==> src/rtl/reg_arb_pkg.sv <==
// Shared types and helpers for the shared-register arbiter.
//   arb_state_t : arbiter FSM state encoding
//   oh_to_idx   : one-hot vector (up to 32 bits) to bit index
package reg_arb_pkg;

  typedef enum logic [1:0] {
    IDLE   = 2'd0,
    GRANT  = 2'd1,
    LOCKED = 2'd2
  } arb_state_t;

  // Returns the index of the set bit; zero when no bit is set.
  function automatic int unsigned oh_to_idx(input logic [31:0] oh);
    oh_to_idx = 0;
    for (int i = 0; i < 32; i++) begin
      if (oh[i]) oh_to_idx = i;
    end
  endfunction

endpackage

==> src/rtl/reg_share_arbiter_rr_pick.sv <==
// Combinational round-robin picker.
//   req    : per-requester request vector
//   ptr    : index of the last served requester; the search starts at ptr+1
//   winner : one-hot winner (all-zero when no request)
//   valid  : at least one request present
module rr_pick #(
  parameter int N   = 4,
  parameter int IDW = $clog2(N)
) (
  input  logic [N-1:0]   req,
  input  logic [IDW-1:0] ptr,
  output logic [N-1:0]   winner,
  output logic           valid
);

  logic [IDW-1:0] idx;

  always_comb begin
    winner = '0;
    valid  = 1'b0;
    idx    = '0;
    for (int k = 1; k <= N; k++) begin
      idx = IDW'((int'(ptr) + k) % N);
      if (!valid && req[idx]) begin
        winner[idx] = 1'b1;
        valid       = 1'b1;
      end
    end
  end

endmodule

==> src/rtl/reg_share_arbiter.sv <==
// Round-robin arbiter and write sequencer for one shared W-bit register.
// Optional build macro: REG_ARB_PRIO_EN gives requester 0 absolute priority
// in IDLE; its grants leave the rr pointer untouched.
// Ports:
//   clk, rst  : clock, synchronous active-high reset
//   req, lock : per-requester request / burst-lock request
//   wdata     : packed write data, lane i = wdata[i*W +: W]
//   gnt       : one-hot grant
//   q         : shared register, q_owner : last writer index
//   busy      : FSM in GRANT or LOCKED
//   lock_err  : one-cycle pulse after a burst is forcibly released
//
// state  | meaning
// IDLE   | no grant; arbitrate pending requests
// GRANT  | single grant cycle; write if owner requests, maybe enter burst
// LOCKED | burst in progress; owner keeps grant until release or MAX_LOCK
module reg_share_arbiter
  import reg_arb_pkg::*;
#(
  parameter int N        = 4,
  parameter int W        = 8,
  parameter int MAX_LOCK = 16,
  localparam int IDW     = $clog2(N)
) (
  input  logic           clk,
  input  logic           rst,
  input  logic [N-1:0]   req,
  input  logic [N-1:0]   lock,
  input  logic [N*W-1:0] wdata,
  output logic [N-1:0]   gnt,
  output logic [W-1:0]   q,
  output logic [IDW-1:0] q_owner,
  output logic           busy,
  output logic           lock_err
);

  localparam int CW = $clog2(MAX_LOCK + 1);

  arb_state_t     state, state_nxt;
  logic [IDW-1:0] ptr, ptr_nxt;
  logic [CW-1:0]  cnt, cnt_nxt;
  logic [N-1:0]   gnt_nxt;
  logic [W-1:0]   q_nxt;
  logic [IDW-1:0] owner_nxt;
  logic           lock_err_nxt;

  logic [N-1:0]   rr_win, pick;
  logic           pick_valid;
  logic [IDW-1:0] cur_i;
  logic [W-1:0]   lane;
  logic           req_g, lock_g;

  rr_pick #(.N(N), .IDW(IDW)) u_pick (
    .req    (req),
    .ptr    (ptr),
    .winner (rr_win),
    .valid  (pick_valid)
  );

`ifdef REG_ARB_PRIO_EN
  assign pick = req[0] ? {{(N-1){1'b0}}, 1'b1} : rr_win;
`else
  assign pick = rr_win;
`endif

  // Only the granted requester's req/lock/data matter; everything else is ignored.
  assign cur_i  = IDW'(oh_to_idx(32'(gnt)));
  assign req_g  = |(req & gnt);
  assign lock_g = |(lock & gnt);
  assign busy   = (state != IDLE);

  always_comb begin
    lane = '0;
    for (int i = 0; i < N; i++) begin
      if (gnt[i]) lane = wdata[i*W +: W];
    end
  end

  always_comb begin
    state_nxt    = state;
    gnt_nxt      = gnt;
    q_nxt        = q;
    owner_nxt    = q_owner;
    ptr_nxt      = ptr;
    cnt_nxt      = cnt;
    lock_err_nxt = 1'b0;
    case (state)
      IDLE: begin
        if (pick_valid) begin
          gnt_nxt   = pick;
          state_nxt = GRANT;
        end
      end
      GRANT: begin
        if (req_g) begin
          q_nxt     = lane;
          owner_nxt = cur_i;
        end
`ifdef REG_ARB_PRIO_EN
        if (cur_i != '0) ptr_nxt = cur_i;
`else
        ptr_nxt = cur_i;
`endif
        if (req_g && lock_g) begin
          state_nxt = LOCKED;
          cnt_nxt   = CW'(1);
        end else begin
          gnt_nxt   = '0;
          state_nxt = IDLE;
        end
      end
      LOCKED: begin
        if (req_g) begin
          q_nxt     = lane;
          owner_nxt = cur_i;
          cnt_nxt   = cnt + CW'(1);
        end
        if (!(req_g && lock_g)) begin
          gnt_nxt   = '0;
          cnt_nxt   = '0;
          state_nxt = IDLE;
        end else if (cnt == CW'(MAX_LOCK)) begin
          gnt_nxt      = '0;
          cnt_nxt      = '0;
          lock_err_nxt = 1'b1;
          state_nxt    = IDLE;
        end
      end
      default: begin
        gnt_nxt   = '0;
        cnt_nxt   = '0;
        state_nxt = IDLE;
      end
    endcase
  end

  always_ff @(posedge clk) begin
    if (rst) begin
      state    <= IDLE;
      gnt      <= '0;
      q        <= '0;
      q_owner  <= '0;
      ptr      <= IDW'(N - 1);
      cnt      <= '0;
      lock_err <= 1'b0;
    end else begin
      state    <= state_nxt;
      gnt      <= gnt_nxt;
      q        <= q_nxt;
      q_owner  <= owner_nxt;
      ptr      <= ptr_nxt;
      cnt      <= cnt_nxt;
      lock_err <= lock_err_nxt;
    end
  end

endmodule

==> config.mk <==
export PLATFORM = sky130hd
export DESIGN_NAME = reg_share_arbiter
export DESIGN_NICKNAME = d
export VERILOG_FILES = /design/src/rtl/reg_arb_pkg.sv /design/src/rtl/reg_share_arbiter_rr_pick.sv /design/src/rtl/reg_share_arbiter.sv
export SDC_FILE = /design/constraint.sdc
export NUM_CORES = 1
export LEC_CHECK = 0
export CAP_MARGIN = 20
export CELL_PAD_IN_SITES_DETAIL_PLACEMENT = 2
export CELL_PAD_IN_SITES_GLOBAL_PLACEMENT = 2
export CORE_MARGIN = 8
export CORE_UTILIZATION = 25
export DETAILED_ROUTE_END_ITERATION = 8
export HOLD_SLACK_MARGIN = 0.12
export PLACE_DENSITY = 0.88
export SLEW_MARGIN = 30
export SYNTH_ARGS = -nofsm -noshare
export SYNTH_HDL_FRONTEND = slang
export SYNTH_SLANG_ARGS = --single-unit
==> constraint.sdc <==
create_clock -name clk -period 2.8 [get_ports clk]
set_input_delay 0.42 -clock clk [delete_from_list [all_inputs] [get_ports clk]]
set_output_delay 0.42 -clock clk [all_outputs]
set_load 0.01 [all_outputs]
==> results.sh <==
export IMPL_status="finished clean"
export IMPL_wl_per_cell_um=19.1
export IMPL_nets=294
export IMPL_vias=1695
export IMPL_hold_depth=2
export IMPL_clkTransAtPathRegs_ns=0.09
export IMPL_fmax_ghz=0.434
export IMPL_antenna_found_initial=0
export IMPL_hold_buffers=0
export IMPL_reg2regPathDepth=6
export IMPL_die_w_um=95.9
export IMPL_stdcell_area_sq_um=2340
export IMPL_critical_path_required_ns=2.96
export IMPL_clock_sinks=24
export IMPL_regToRegSetupSlack_ns=0.49
export IMPL_placementRows=29
export IMPL_track_usage_pct=13.2
export IMPL_syn_to_final_growth_pct=46.4
export IMPL_grt_max_degree=21
export IMPL_finalSetupViolations=0
export IMPL_worstSetupEndpointType="flip-flop"
export IMPL_avgSynthCellArea_sq_um=8.82
export IMPL_setup_worst_path_class="flip-flop to flip-flop"
export IMPL_synth_warnings=0
export IMPL_drt_initial_drc_count=33
export IMPL_cts_max_level=1
export IMPL_drt_met1_wl_um=2430
export IMPL_syn_nets=236
export IMPL_vias_per_cell=5.38
export IMPL_power_density_nw_per_um2=493
export IMPL_drv_cap=0
export IMPL_core_sq_um=6280
export IMPL_synth_distinct_cells=41
export IMPL_leakagePower_uw=0.000815
export IMPL_root_buffer="clkbuf_8"
export IMPL_cp_start_kind="flip-flop"
export IMPL_synth_area_mux_share_pct=5.09
export IMPL_top_layer_used="met4"
export IMPL_portBuffers=57
export IMPL_synth_top_family_by_area="compound AO/OA/AOI/OAI gates"
export IMPL_rsz0062_at_grt="no"
export IMPL_antenna_cells=0
export IMPL_ys_async_sr_fraction_pct=0
export IMPL_ys_flop_type="dfxtp_1"
export IMPL_cts_resized=0
export IMPL_synthSimpleGateAreaFrac_pct=17.1
export IMPL_cts_setup_buffers=0
export IMPL_synth_xor_xnor_area_share_pct=0
export IMPL_numCtsBuffers=3
export IMPL_ioPinCount=58
export IMPL_dr_pass1_iters=4
export IMPL_ir_drop_mv=0.200
export IMPL_cts_path_max_buffers=2
export IMPL_period_needed_ns=2.31
export IMPL_synth_compound_area_share_pct=32.8
export IMPL_slew_headroom_pct=39.8
export IMPL_grt_overflow=0
export IMPL_finalHoldViolCount=0
export IMPL_start_util_pct=25.4
export IMPL_insertion_delay_ns=0.27
export IMPL_dieArea_sq_um=9200
export IMPL_first_global_vias=1913
export IMPL_grt_pass1_wl_um=9660
export IMPL_cts_tree="done"
export IMPL_critPathMaxFanout=8
export IMPL_drive_above_1_share_pct=8.40
export IMPL_timing_final_max_slew_violations=0
export IMPL_synth_edff_count=0
export IMPL_skew_ns=0.00599
export IMPL_worst_pin_slew_ns=0.901
export IMPL_placed_area_sq_um=2270
export IMPL_synth_seq_cells=24
export IMPL_synth_fa_ha_area_share_pct=10.2
export IMPL_min_delay_path_class="flip-flop to flip-flop"
export IMPL_synth_area_sq_um=1600
export IMPL_dr_wl_met2_um=3110
export IMPL_detailed_place_hpwl_um=4720
export IMPL_ant_nets=0
export IMPL_die_y_um=95.9
export IMPL_synth_cells=181
export IMPL_fin_crit_sh_pct=82.3
export IMPL_seq_area_frac_synth_pct=30.1
export IMPL_arrival_ns=2.47
export IMPL_finalSetupTns_ns=0
export IMPL_dr_wl_met3_um=444
export IMPL_drc=0
export IMPL_routed_wl_um=6020
export IMPL_place_gp_congestion=0.744
## critical path, stage by stage, from the launching register on
cell,delay [ns]
dfxtp_1,0.36
inv_1,0.13
ha_1,0.34
mux4_1,0.71
a221o_1,0.34
a22oi_1,0.21
o2bb2ai_1,0.11
## synthesized netlist by cell type, types with 3 or more instances
cell / instances / share of area, %
nand2b_1: 4 / 1.6
o2bb2ai_1: 4 / 2.2
a22oi_1: 23 / 11
dfxtp_1: 24 / 30
nor2_1: 19 / 4.5
a221o_1: 4 / 2.5
nand2_1: 4 / 0.94
or3_1: 4 / 1.6
a21oi_1: 7 / 2.2
nor3_1: 3 / 0.94
o21ai_0: 11 / 3.4
clkbuf_1: 7 / 1.6
inv_1: 11 / 2.6
o211ai_1: 8 / 3.8
ha_1: 13 / 10
a211oi_1: 3 / 1.4
## placed cells by master, fill, tap and decap left out, types with 2 or more instances in the layout
| cell | synthesis | layout |
|---|---|---|
| a211oi_1 | 3 | 3 |
| a21oi_1 | 7 | 7 |
| a221o_1 | 4 | 4 |
| a22oi_1 | 23 | 23 |
| a22oi_2 | 2 | 2 |
| buf_4 | 0 | 5 |
| clkbuf_8 | 0 | 3 |
| clkdlybuf4s50_1 | 0 | 57 |
| dfxtp_1 | 24 | 24 |
| ha_1 | 13 | 13 |
| inv_1 | 11 | 11 |
| mux4_2 | 2 | 2 |
| nand2_1 | 4 | 4 |
| nand2b_1 | 4 | 4 |
| nand3_1 | 2 | 2 |
| nand3b_1 | 2 | 2 |
| nor2_1 | 19 | 19 |
| nor2b_1 | 2 | 2 |
| nor3_1 | 3 | 3 |
| nor4_1 | 2 | 2 |
| o211ai_1 | 8 | 8 |
| o21ai_0 | 11 | 11 |
| o2bb2ai_1 | 4 | 4 |
| or2_2 | 2 | 2 |
| or3_1 | 4 | 4 |
## sequential cells by signal, summed over array words and instances (netlist names)
register	flops
q	8
ptr	2
state	2
cnt	5
q_owner	2
lock_err	1
gnt	4
## where the power goes
| group | switching, uW | total (uW) | internal [uW] |
|---|---|---|---|
| Sequential | 37.5 | 410 | 373 |
| Combinational | 218 | 436 | 218 |
| Clock | 116 | 307 | 191 |
## metrics by stage
| step | std cells | hold slack, ns | power (uW) | setup slack (ns) | util [%] |
|---|---|---|---|---|---|
| after floorplan | 181 | 0.458 | 645 | 0.550 | - |
| after global placement | 311 | 0.471 | 832 | 0.448 | 36.1 |
| after detailed placement | 311 | 0.488 | 856 | 0.324 | 36.1 |
| after CTS | 315 | 0.502 | 1170 | 0.477 | 37.2 |
| after global routing | 315 | 0.531 | 1220 | 0.418 | 37.2 |
| final | 315 | 0.498 | 1150 | 0.495 | 37.2 |
## layout make-up
class	count	area (sq um)
fill	719	3940
sequential	24	480
multi-input combinational	137	1040
inverter	11	41.3
tap	77	96.3
clock inverter	1	30.0
clock buffer	3	41.3
timing repair buffer	62	608
## metal layers
metal,vias to the layer above,track usage (%)
met4,0,1.54
met3,4,4.91
li1,800,-
met5,-,0
met1,848,14.4
met2,43,24.3
## cells by family (layout without fill, tap and decap cells)
kind of cell,after synthesis,count (layout)
fa+ha+maj,13,13
buf+inv,20,77
compound gates,70,70
flops,24,24
mux,4,4
simple gates,50,50
## path summary, 6_finish.rpt
check                             from      to
worst min register to register  cnt[4]  cnt[4]
worst max-delay path            ptr[1]  gnt[1]
worst max register to register  ptr[1]  gnt[1]
worst min-delay path            cnt[4]  cnt[4]
Power figures use the tool's default switching activity.
